<file path="config.mk">
export PLATFORM = sky130hd
export DESIGN_NAME = axi_chan_fifo
export DESIGN_NICKNAME = d
export VERILOG_FILES = /design/src/rtl/axi_pkg.sv /design/src/rtl/fifo_ptr_ctrl.sv /design/src/rtl/axi_chan_fifo.sv
export SDC_FILE = /design/constraint.sdc
export NUM_CORES = 1
export LEC_CHECK = 0
export CORE_ASPECT_RATIO = 1.75
export CORE_MARGIN = 3
export CORE_UTILIZATION = 39
export CTS_BUF_LIST = sky130_fd_sc_hd__clkbuf_16
export CTS_CLUSTER_SIZE = 24
export DETAILED_ROUTE_END_ITERATION = 10
export GPL_ROUTABILITY_DRIVEN = 0
export HOLD_SLACK_MARGIN = 0.02
export PLACE_DENSITY_LB_ADDON = 0.12
export SYNTH_ARGS = -nofsm -noshare
export SYNTH_HDL_FRONTEND = slang
export SYNTH_SLANG_ARGS = --single-unit
</file>
<file path="constraint.sdc">
create_clock -name clk_i -period 9 [get_ports clk_i]
set_clock_uncertainty 0.1 [all_clocks]
set_input_delay 1.8 -clock clk_i [delete_from_list [all_inputs] [get_ports clk_i]]
set_output_delay 1.8 -clock clk_i [all_outputs]
set_load 0.1 [all_outputs]
</file>
<file path="src/rtl/axi_pkg.sv">
// Shared AXI channel widths, packed channel payload structs and small sizing helpers.
package axi_pkg;

  localparam int unsigned AXI_ADDR_W = 32;
  localparam int unsigned AXI_DATA_W = 64;
  localparam int unsigned AXI_ID_W   = 4;
  localparam int unsigned AXI_STRB_W = AXI_DATA_W / 8;

  typedef struct packed {
    logic [AXI_ID_W-1:0]   id;
    logic [AXI_ADDR_W-1:0] addr;
    logic [7:0]            len;
    logic [2:0]            size;
    logic [1:0]            burst;
  } axi_aw_t;

  typedef struct packed {
    logic [AXI_DATA_W-1:0] data;
    logic [AXI_STRB_W-1:0] strb;
    logic                  last;
  } axi_w_t;

  typedef struct packed {
    logic [AXI_ID_W-1:0] id;
    logic [1:0]          resp;
  } axi_b_t;

  typedef struct packed {
    logic [AXI_ID_W-1:0]   id;
    logic [AXI_ADDR_W-1:0] addr;
    logic [7:0]            len;
    logic [2:0]            size;
    logic [1:0]            burst;
  } axi_ar_t;

  typedef struct packed {
    logic [AXI_ID_W-1:0]   id;
    logic [AXI_DATA_W-1:0] data;
    logic [1:0]            resp;
    logic                  last;
  } axi_r_t;

  // Payload widths handed to axi_chan_fifo as DATA_WIDTH by the instantiator.
  localparam int unsigned AXI_AW_W = $bits(axi_aw_t);
  localparam int unsigned AXI_W_W  = $bits(axi_w_t);
  localparam int unsigned AXI_B_W  = $bits(axi_b_t);
  localparam int unsigned AXI_AR_W = $bits(axi_ar_t);
  localparam int unsigned AXI_R_W  = $bits(axi_r_t);

  function automatic int unsigned ptr_width(input int unsigned depth);
    return (depth > 1) ? $clog2(depth) : 1;
  endfunction

endpackage

</file>
<file path="src/rtl/fifo_ptr_ctrl.sv">
// Read/write pointers with explicit wrap, occupancy count and status flags for a DEPTH-entry
// circular buffer; storage lives in the instantiating module.
module fifo_ptr_ctrl
  import axi_pkg::*;
#(
  parameter int unsigned DEPTH     = 8,
  parameter int unsigned AF_THRESH = DEPTH - 1,
  parameter int unsigned PTR_W     = ptr_width(DEPTH),
  parameter int unsigned LVL_W     = $clog2(DEPTH + 1)
) (
  input  logic             clk_i,
  input  logic             rst_ni,
  input  logic             flush_i,
  input  logic             push_i,
  input  logic             pop_i,
  output logic [PTR_W-1:0] wr_ptr_o,
  output logic [PTR_W-1:0] rd_ptr_o,
  output logic [LVL_W-1:0] level_o,
  output logic             full_o,
  output logic             empty_o,
  output logic             almost_full_o
);

  logic [PTR_W-1:0] wr_ptr_q, wr_ptr_d;
  logic [PTR_W-1:0] rd_ptr_q, rd_ptr_d;
  logic [LVL_W-1:0] count_q, count_d;

  // Explicit compare so non-power-of-two depths wrap correctly.
  function automatic logic [PTR_W-1:0] ptr_inc(input logic [PTR_W-1:0] ptr);
    return (ptr == PTR_W'(DEPTH - 1)) ? '0 : ptr + PTR_W'(1);
  endfunction

  always_comb begin
    wr_ptr_d = wr_ptr_q;
    rd_ptr_d = rd_ptr_q;
    count_d  = count_q;
    if (flush_i) begin
      wr_ptr_d = '0;
      rd_ptr_d = '0;
      count_d  = '0;
    end else begin
      if (push_i) wr_ptr_d = ptr_inc(wr_ptr_q);
      if (pop_i)  rd_ptr_d = ptr_inc(rd_ptr_q);
      unique case ({push_i, pop_i})
        2'b10:   count_d = count_q + LVL_W'(1);
        2'b01:   count_d = count_q - LVL_W'(1);
        default: count_d = count_q;
      endcase
    end
  end

  always_ff @(posedge clk_i) begin
    if (!rst_ni) begin
      wr_ptr_q <= '0;
      rd_ptr_q <= '0;
      count_q  <= '0;
    end else begin
      wr_ptr_q <= wr_ptr_d;
      rd_ptr_q <= rd_ptr_d;
      count_q  <= count_d;
    end
  end

  assign wr_ptr_o      = wr_ptr_q;
  assign rd_ptr_o      = rd_ptr_q;
  assign level_o       = count_q;
  assign full_o        = (count_q == LVL_W'(DEPTH));
  assign empty_o       = (count_q == '0);
  assign almost_full_o = (count_q >= LVL_W'(AF_THRESH));

endmodule

</file>
<file path="src/rtl/axi_chan_fifo.sv">
// Single-clock FIFO for one AXI channel payload with optional fall-through bypass,
// occupancy/almost-full reporting and synchronous flush.
module axi_chan_fifo
  import axi_pkg::*;
#(
  parameter int unsigned DATA_WIDTH   = 64,
  parameter int unsigned DEPTH        = 8,
  parameter int unsigned FALL_THROUGH = 0,
  parameter int unsigned AF_THRESH    = DEPTH - 1,
  parameter int unsigned LVL_W        = $clog2(DEPTH + 1)
) (
  input  logic                  clk_i,
  input  logic                  rst_ni,
  input  logic                  flush_i,
  input  logic                  s_valid_i,
  output logic                  s_ready_o,
  input  logic [DATA_WIDTH-1:0] s_data_i,
  output logic                  m_valid_o,
  input  logic                  m_ready_i,
  output logic [DATA_WIDTH-1:0] m_data_o,
  output logic [LVL_W-1:0]      level_o,
  output logic                  almost_full_o,
  output logic                  full_o,
  output logic                  empty_o
);

  localparam int unsigned PtrW = ptr_width(DEPTH);

  logic [DATA_WIDTH-1:0] mem_q [DEPTH];
  logic [PtrW-1:0]       wr_ptr, rd_ptr;
  logic                  full, empty;
  logic                  push, pop, bypass, wr_en, pop_stored;

  fifo_ptr_ctrl #(
    .DEPTH     (DEPTH),
    .AF_THRESH (AF_THRESH),
    .PTR_W     (PtrW),
    .LVL_W     (LVL_W)
  ) u_ptr_ctrl (
    .clk_i         (clk_i),
    .rst_ni        (rst_ni),
    .flush_i       (flush_i),
    .push_i        (wr_en),
    .pop_i         (pop_stored),
    .wr_ptr_o      (wr_ptr),
    .rd_ptr_o      (rd_ptr),
    .level_o       (level_o),
    .full_o        (full),
    .empty_o       (empty),
    .almost_full_o (almost_full_o)
  );

  // Ready comes from registered count only: no m_ready_i -> s_ready_o path.
  assign s_ready_o = ~full & ~flush_i;
  assign push      = s_valid_i & s_ready_o;

  always_comb begin
    bypass    = 1'b0;
    m_valid_o = ~empty;
    if (FALL_THROUGH != 0) begin
      bypass    = empty & s_valid_i & ~flush_i;
      m_valid_o = (~empty | s_valid_i) & ~flush_i;
    end
    m_data_o = bypass ? s_data_i : mem_q[rd_ptr];
  end

  assign pop        = m_valid_o & m_ready_i & ~flush_i;
  // A bypassed beat consumed the same cycle never touches storage.
  assign wr_en      = push & ~(bypass & m_ready_i);
  assign pop_stored = pop & ~empty;

  always_ff @(posedge clk_i) begin
    if (wr_en) mem_q[wr_ptr] <= s_data_i;
  end

  assign full_o  = full;
  assign empty_o = empty;

endmodule

</file>
---- Word level (Yosys, flattened, before mapping) ----
Memories as Yosys holds them, arrays and structs flattened. A register that Yosys moved wholly into a read port is not among the register bits.
Cells that the tools add are included.
operators by class
  add/sub/neg operators ................... 4
  magnitude comparators ................... 1
  equal/unequal tests ..................... 5
  muxes and demuxes ....................... 7
  bitwise logic cells ..................... 9
  reductions and logical operators ........ 3
operator list
  operator               count
  $mux W3                4
  $pmux W4 S2            1
  $add A3 B1 Y3 const B  2
  $eq A3 B3 Y1 const B   2
  $and A1 B1 Y1          5
  $add A4 B1 Y4 const B  1
  $eq A4 B4 Y1 const B   1
  $ge A4 B3 Y1 const B   1
  $logic_not A4 Y1       1
  $not A1 Y1             4
  $sub A4 B1 Y4 const B  1
  $eq A2 B1 Y1 const B   1
  $eq A2 B2 Y1 const B   1
  $mux W1                2
  $reduce_bool A2 Y1     1
  $reduce_or A2 Y1       1
storage, ports and cells
  bits in registers ....................... 10
  RAM bits ................................ 512
  input bits .............................. 69
  output and inout port bits .............. 73
  logic and storage cells ................. 33
  memories kept ........................... 1
memories
  memory  depth  bits a word  read ports  clocked after Yosys merged registers in  wr ports  RTL line             RTL
  mem_q   8      64           1           1                                        1         axi_chan_fifo.sv:29  logic [DATA_WIDTH-1:0] mem_q [DEPTH];

---- Logic depth before layout (Yosys ltp) ----
Gate-level depths: netlist (run 1).
  depth in word-level cells ............... 7
  gate-level depth with buffers ........... 12
  depth with buffers taken out ............ 10

---- By module ----
A second synthesis (run 1) with hierarchy kept.
second synthesis, totals
  cell total of the unflattened synthesis .. 818
  area, all modules ....................... 19851.5 µm²
by module, submodules not included
  module         times used  cells an instance  area each (µm²)  sequential area each (µm²)
  axi_chan_fifo  1           756                19298.5          15374.7
  fifo_ptr_ctrl  1           62                 553.0            200.2

---- Worst setup path before layout (run 1) ----
Ideal clock, no wire load.
  kind .................................... in2reg
  start point ............................. input flush_i
  end point ............................... memory mem_q[0][0], enable pin
  library setup time ...................... 644 ps
  data arrival time ....................... 8188 ps
  data required time ...................... 8256 ps
  slack ................................... 68 ps
  stages on the path ...................... 4
  buffers on the path ..................... 0
  cells stage by stage .................... inv_1 and3_4 clkinv_4 nor4_1
on the way
  longest elaborated chain between the ends .. 5
ends and longest elaborated chain
  element                        RTL line             RTL
  start: declaration             axi_chan_fifo.sv:14  input logic flush_i,
  $not A1 Y1                     axi_chan_fifo.sv:54  assign s_ready_o = ~full & ~flush_i;
  $and A1 B1 Y1                  axi_chan_fifo.sv:54
  $and A1 B1 Y1                  axi_chan_fifo.sv:55  assign push = s_valid_i & s_ready_o;
  $mux W1                        axi_chan_fifo.sv:73  if (wr_en) mem_q[wr_ptr] <= s_data_i;
  $mux W1 (implied by the code)  axi_chan_fifo.sv:73
  end: declaration               axi_chan_fifo.sv:29
No other way between the ends.

==> flow_summary.yaml, run 1 <==
run_status:
  status: "complete, no violations"
sta:
  max_freq_mhz: 165.1
  period_share_pct: 67.29
  slew_headroom_pct: 27.86
  worst_slew_pin_slew_ns: 1.079
  drv_slew: 0
  fin_ws_ns: 2.943
  setup_viol: 0
  fin_crit_ns: 6.057
  finalHoldViolCount: 0
  setup-tns-final_ns: 0
  rsz0062_at_grt: "no"
logic_synthesis:
  synth-edff-count: 512
  yosys_warnings: 0
  yosysMostFrequentCell: "edfxtp_1"
  yosysUniqueCellTypes: 35
  synthArstFlopShare_pct: 0
  syn_area_per_cell_um2: 24.14
  synth_common_cells: "edfxtp_1, mux4_2, mux2_2"
  synth_top_flop_cell: "edfxtp_1"
  synth_cells: 826
  synth-seq-area-share_pct: 78.41
  synth_area_leaders: "edfxtp_1, mux4_2, mux2_2"
  synthesis.area_mm2: 0.01994
  synth_top_cell_area_share_pct: 77.11
  synth-seq-cells: 525
  synthesis.nets: 902
  yosys.area.top_type: "edfxtp_1"
floorplan:
  die_w_um: 176.9
  die_y_um: 305.1
  core.rowCount: 109
  start_util_pct: 39.41
  ioPinCount: 142
  design.core.area_mm2: 0.05060
  dieArea_mm2: 0.05398
cts:
  cts.path.max_buffers: 3
  clk_latency_ns: 0.55
  numCtsBuffers: 48
  clock_sinks: 525
  clkTransAtPathRegs_ns: 0.06
  cts_root_buffer: "clkbuf_16"
  ctsHoldBuffers: 0
  post_cts_buffers: 0
  cts_tree: "built"
  htreeDepth: 2
  cts_resized: 0
setup_path:
  max_stage_delay_ns: 0.99
  r2r_end: "mem_q[4][20]$_DFFE_PP_"
  cp_num_buf_inv: 2
  crit_path_end_kind: "output port"
  path_delay_family: "buffers and inverters"
  cp_cell_sequence: "buf_12 > mux4_2 > mux2_2 > clkdlybuf4s50_1"
  reg2reg_depth: 6
  critical_path_class: "flop to output port"
  worstPathRequired_ns: 7.10
  worst_ep_arrival_time_ns: 4.16
  rrSetupSlack_ns: 5.58
  cp-start-kind: "flop"
  r2r_start: "u_ptr_ctrl.level_o[1]$_SDFFE_PP0P_"
  critPathSlowestCell: "clkdlybuf4s50_1"
  path_max_fanout: 88
worst_hold_path:
  hold_path_depth: 2
  hold_path.startpoint: "u_ptr_ctrl.rd_ptr_o[1]$_SDFFE_PP0N_"
  hold_class: "flop to flop"
finish:
  fin_nets: 1073
  drive_gt1_share_pct: 27.98
  seq_area_mm2: 0.01565
  area_growth_pct: 18.40
  multiInputGateArea_mm2: 0.004078
  n_fill_cell: 4190
power:
  combPwrFrac_pct: 5.3
  p_per_area_mw_per_mm2: 206.7
  vdd_drop_max_uv: 148.9
  p_leak_nw: 7.208
  switching_power_mw: 1.032
  switching_share_pct: 21.14
  p_int_mw: 3.849
  seq_power_share_pct: 55.4
  pwr-share-clk_pct: 39.4
detailed_routing:
  drtPass1Iterations: 5
  num_vias: 8803
  drc: 0
  postRouteAntennaNets: 0
  vias_per_cell: 5.178
  drt_iter0_markers: 451
  wl_per_cell_um: 24.32
  routed_wl_um: 41340
global_route:
  grt_antenna_before_repair: 1
  grt-ovfl-total: 0
  grt_pass1_wl_um: 62540
  grt_pass1_vias: 9930
  track_usage_pct: 15.58
  grt_max_degree: 89
flow_run:
  cap_violations: 0
placement:
  port_buffers: 141
  dp_hpwl_um: 21570
  place_ws_ns: 3.382
worst max path at each step:
stage / start / to / slack (ns) / cells after the start
floorplan: flush_i / mem_q[0][0]$_DFFE_PP_ / 0.07 / 4
global placement: flop / m_data_o[23] / 3.37 / 4
detailed placement: flop / m_data_o[30] / 3.38 / 4
CTS: flop / m_data_o[30] / 2.77 / 4
global route: flop / m_data_o[30] / 2.62 / 4
finish: flop / m_data_o[36] / 2.94 / 4
state kept, by name, indices dropped and copies added (netlist names), named ones only:
signal and flops:
mem_q 512, u_ptr_ctrl.level_o 4, u_ptr_ctrl.wr_ptr_o 3, u_ptr_ctrl.rd_ptr_o 3
per-stage QoR:
stage | hold slack, ns | total power, mW | utilization [%] | instances | instance area [um2]
4_1_cts | 0.3945 | 4.949 | 46.65 | 1699 | 23610
2_1_floorplan | 0.3541 | 2.919 | - | 826 | 19940
5_1_grt | 0.4197 | 5.045 | 46.66 | 1700 | 23610
3_5_place_dp | 0.3762 | 3.017 | 43.76 | 1613 | 22140
6_report | 0.3864 | 4.881 | 46.66 | 1700 | 23610
3_3_place_gp | 0.3762 | 3.014 | 43.76 | 1613 | 22140
cell usage in the layout, fill, tap and decap left out, types with 7 or more instances in the layout:
master           instances
mux4_2                 128
edfxtp_1               512
a21oi_1                  8
clkdlybuf4s50_1        141
inv_1                   16
dfxtp_1                 10
mux2_2                  64
ha_1                     7
nand2_1                 11
clkinv_2                 8
clkinv_1                12
buf_4                   17
clkbuf_16               49
final cells by class:
type                            count  area share (%)
Inverter                            5          0.1007
Sequential cell                   525           66.28
Timing Repair Buffer              159           6.604
Tap cell                          666           3.530
Antenna cell                        1         0.01060
Multi-Input combinational cell    258           17.27
Clock buffer                       49           5.194
Clock inverter                     37           1.012
cell families after synthesis:
| kind of cell | Yosys count | synth area share (%) |
|---|---|---|
| buf+inv | 43 | 1.380 |
| xor+xnor | 3 | 0.1318 |
| flops | 525 | 78.41 |
| compound gates | 14 | 0.4330 |
| simple gates | 41 | 1.079 |
| fa+ha+maj | 7 | 0.4392 |
| mux | 193 | 18.12 |
worst min-delay path: cells and delay by family, from the launching register on:
kind / cells / cell delay [ns]
simple gates: 1 / 0.05
flops: 1 / 0.31
compound gates: 1 / 0.07
power groups by stage:
| stage | combinational (mW) | clock, mW | sequential [mW] |
|---|---|---|---|
| detailed placement | 0.260 | 0 | 2.76 |
| CTS | 0.261 | 1.98 | 2.70 |
| floorplan | 0.159 | 0 | 2.76 |
| finish | 0.256 | 1.92 | 2.70 |
| global placement | 0.258 | 0 | 2.76 |
| global route | 0.270 | 2.07 | 2.70 |
per-layer routing:
| layer | up-vias | GRT usage (%) | routed length [um] |
|---|---|---|---|
| met5 | - | 0 | 0 |
| met4 | 0 | 3.987 | 862 |
| met3 | 56 | 2.506 | 1664 |
| met2 | 187 | 28.51 | 22340 |
| met1 | 4710 | 19.15 | 16470 |
| li1 | 3850 | - | - |
(Power assumes the default switching activity.)
==> run 2: changes to the inputs <==
clock period = 6.3 ns   (was 9 ns; I/O delays follow)
==> run 2 against run 1 <==
Effect of this change:
- total power is 42% higher
- sequential power is 43% higher
- cell count is 0.29% lower
- clock-buffer cell count stayed put
- die area stayed put
- sequential share of layout area is 0.29 points lower
- critical path type unchanged
- largest cell class unchanged
==> flow_summary.yaml, run 2 (synthesis results as in run 1) <==
global_route:
  grt_pass1_vias: 9899
  grt-ovfl-total: 0
  grt_antenna_before_repair: 3
  track_usage_pct: 15.56
  grt_pass1_wl_um: 62290
  grt_max_degree: 65
detailed_routing:
  drc: 0
  highest-signal-layer: "met5"
  drt_iter0_markers: 645
  dr_wl_met2_um: 22420
  postRouteAntennaNets: 0
  num_vias: 8824
  wl_met1_um: 16190
  vias_per_cell: 5.206
  wl_per_cell_um: 24.30
  wl_met3_um: 1611
  routed_wl_um: 41190
  drtPass1Iterations: 5
power:
  vdd_drop_max_uv: 195.7
  p_leak_nw: 7.215
  finalPower_mw: 6.919
  p_per_area_mw_per_mm2: 291.8
flow_run:
  cap_violations: 0
placement:
  placed_area_mm2: 0.02229
  dp_hpwl_um: 21900
  place_ws_ns: 1.799
  port_buffers: 141
sta:
  period_share_pct: 78.98
  fin_crit_ns: 4.976
  finalHoldViolCount: 0
  max_freq_mhz: 201.0
  drv_slew: 0
  setup-tns-final_ns: 0
  holdWs_ns: 0.3757
  slew_headroom_pct: 26.01
  setup_viol: 0
  rsz0062_at_grt: "no"
  fin_ws_ns: 1.324
  worst_slew_pin_slew_ns: 1.107
run_status:
  status: "complete, no violations"
cts:
  ctsHoldBuffers: 0
  cts_root_buffer: "clkbuf_16"
  numCtsBuffers: 48
  htreeDepth: 2
  cts.path.max_buffers: 3
  cts_resized: 0
  clkTransAtPathRegs_ns: 0.06
  cts_tree: "built"
  post_cts_buffers: 0
  clk_latency_ns: 0.54
  clock_sinks: 525
setup_path:
  cp_num_buf_inv: 2
  critPathSlowestCell: "clkdlybuf4s50_1"
  rrSetupSlack_ns: 3.41
  worst_ep_arrival_time_ns: 3.62
  path_delay_family: "buffers and inverters"
  worstPathRequired_ns: 4.94
  cp-start-kind: "flop"
  cp_cell_sequence: "buf_4 > mux4_2 > mux2_2 > clkdlybuf4s50_1"
  r2r_start: "u_ptr_ctrl.level_o[1]$_SDFFE_PP0P_"
  critical_path_depth: 4
  crit_path_end_kind: "output port"
  max_stage_delay_ns: 0.98
  r2r_end: "mem_q[7][29]$_DFFE_PP_"
  path_max_fanout: 26
  critical_path_class: "flop to output port"
  endpoint: "m_data_o[14]"
  reg2reg_depth: 5
floorplan:
  core.rowCount: 109
  die_y_um: 305.1
  die_w_um: 176.9
  ioPinCount: 142
  dieArea_mm2: 0.05398
  start_util_pct: 39.41
  design.core.area_mm2: 0.05060
worst_hold_path:
  hold_class: "flop to flop"
finish:
  largest_register_ffs: 512
  layout_commonest_cell: "edfxtp_1"
  mostFrequentLayoutCells: "edfxtp_1, clkdlybuf4s50_1, mux4_2"
  drive_gt1_share_pct: 27.72
  area_growth_pct: 18.91
  multiInputGateArea_mm2: 0.004093
  fin_area_mm2: 0.02371
  seq_area_mm2: 0.01565
  largest-register: "mem_q"
  n_fill_cell: 4214
  fin_nets: 1076
-- run 2: cell count changes in the layout (fill, tap and decap cells not counted), sizes merged --
cell / change
buf: +3
clkinv: -5
clkinvlp: -1
inv: -2
-- run 2: worst register-to-register path, stage by stage (launching register included) --
cell and delay (ns):
dfxtp_1 0.50, or4b_1 0.19, and3_4 0.23, nand2_1 0.23, nor2_4 0.93, buf_12 0.37
-- run 2: how the worst min path moves through the flow --
stage / start / to / slack, ns / cells after the start
floorplan: u_ptr_ctrl.rd_ptr_o[1]$_SDFFE_PP0N_ / flop / 0.35 / 2
global placement: u_ptr_ctrl.rd_ptr_o[1]$_SDFFE_PP0N_ / flop / 0.37 / 2
detailed placement: u_ptr_ctrl.rd_ptr_o[1]$_SDFFE_PP0N_ / flop / 0.37 / 2
CTS: u_ptr_ctrl.rd_ptr_o[1]$_SDFFE_PP0N_ / flop / 0.38 / 2
global route: u_ptr_ctrl.rd_ptr_o[1]$_SDFFE_PP0N_ / flop / 0.40 / 2
finish: u_ptr_ctrl.rd_ptr_o[1]$_SDFFE_PP0N_ / flop / 0.38 / 2
-- run 2: report_power, final --
part	total, mW	leakage, nW	internal [mW]	switching, mW
logic	0.369	1.75	0.118	0.250
registers	3.86	4.73	3.85	0.00766
clock network	2.69	0.735	1.51	1.18
total	6.92	7.22	5.48	1.43
-- run 2: final cells by class --
type                            instances  share of cell area [%]
Clock buffer                           49                   5.172
Tap cell                              666                   3.515
Antenna cell                            1                 0.01055
Multi-Input combinational cell        258                   17.26
Timing Repair Buffer                  162                   7.145
Inverter                                5                  0.1003
Sequential cell                       525                   65.99
Clock inverter                         29                  0.8074
-- run 2: metal layers --
metal	vias to the layer above	global-route usage, %
met5	-	0
met4	2	4.225
met3	63	2.718
met2	193	28.48
met1	4712	18.86
li1	3854	-
-- run 2: stage by stage --
stage	instances	utilization (%)
floorplan	826	-
global placement	1616	44.05
detailed placement	1616	44.05
CTS	1694	46.86
global route	1694	46.86
finish	1695	46.86
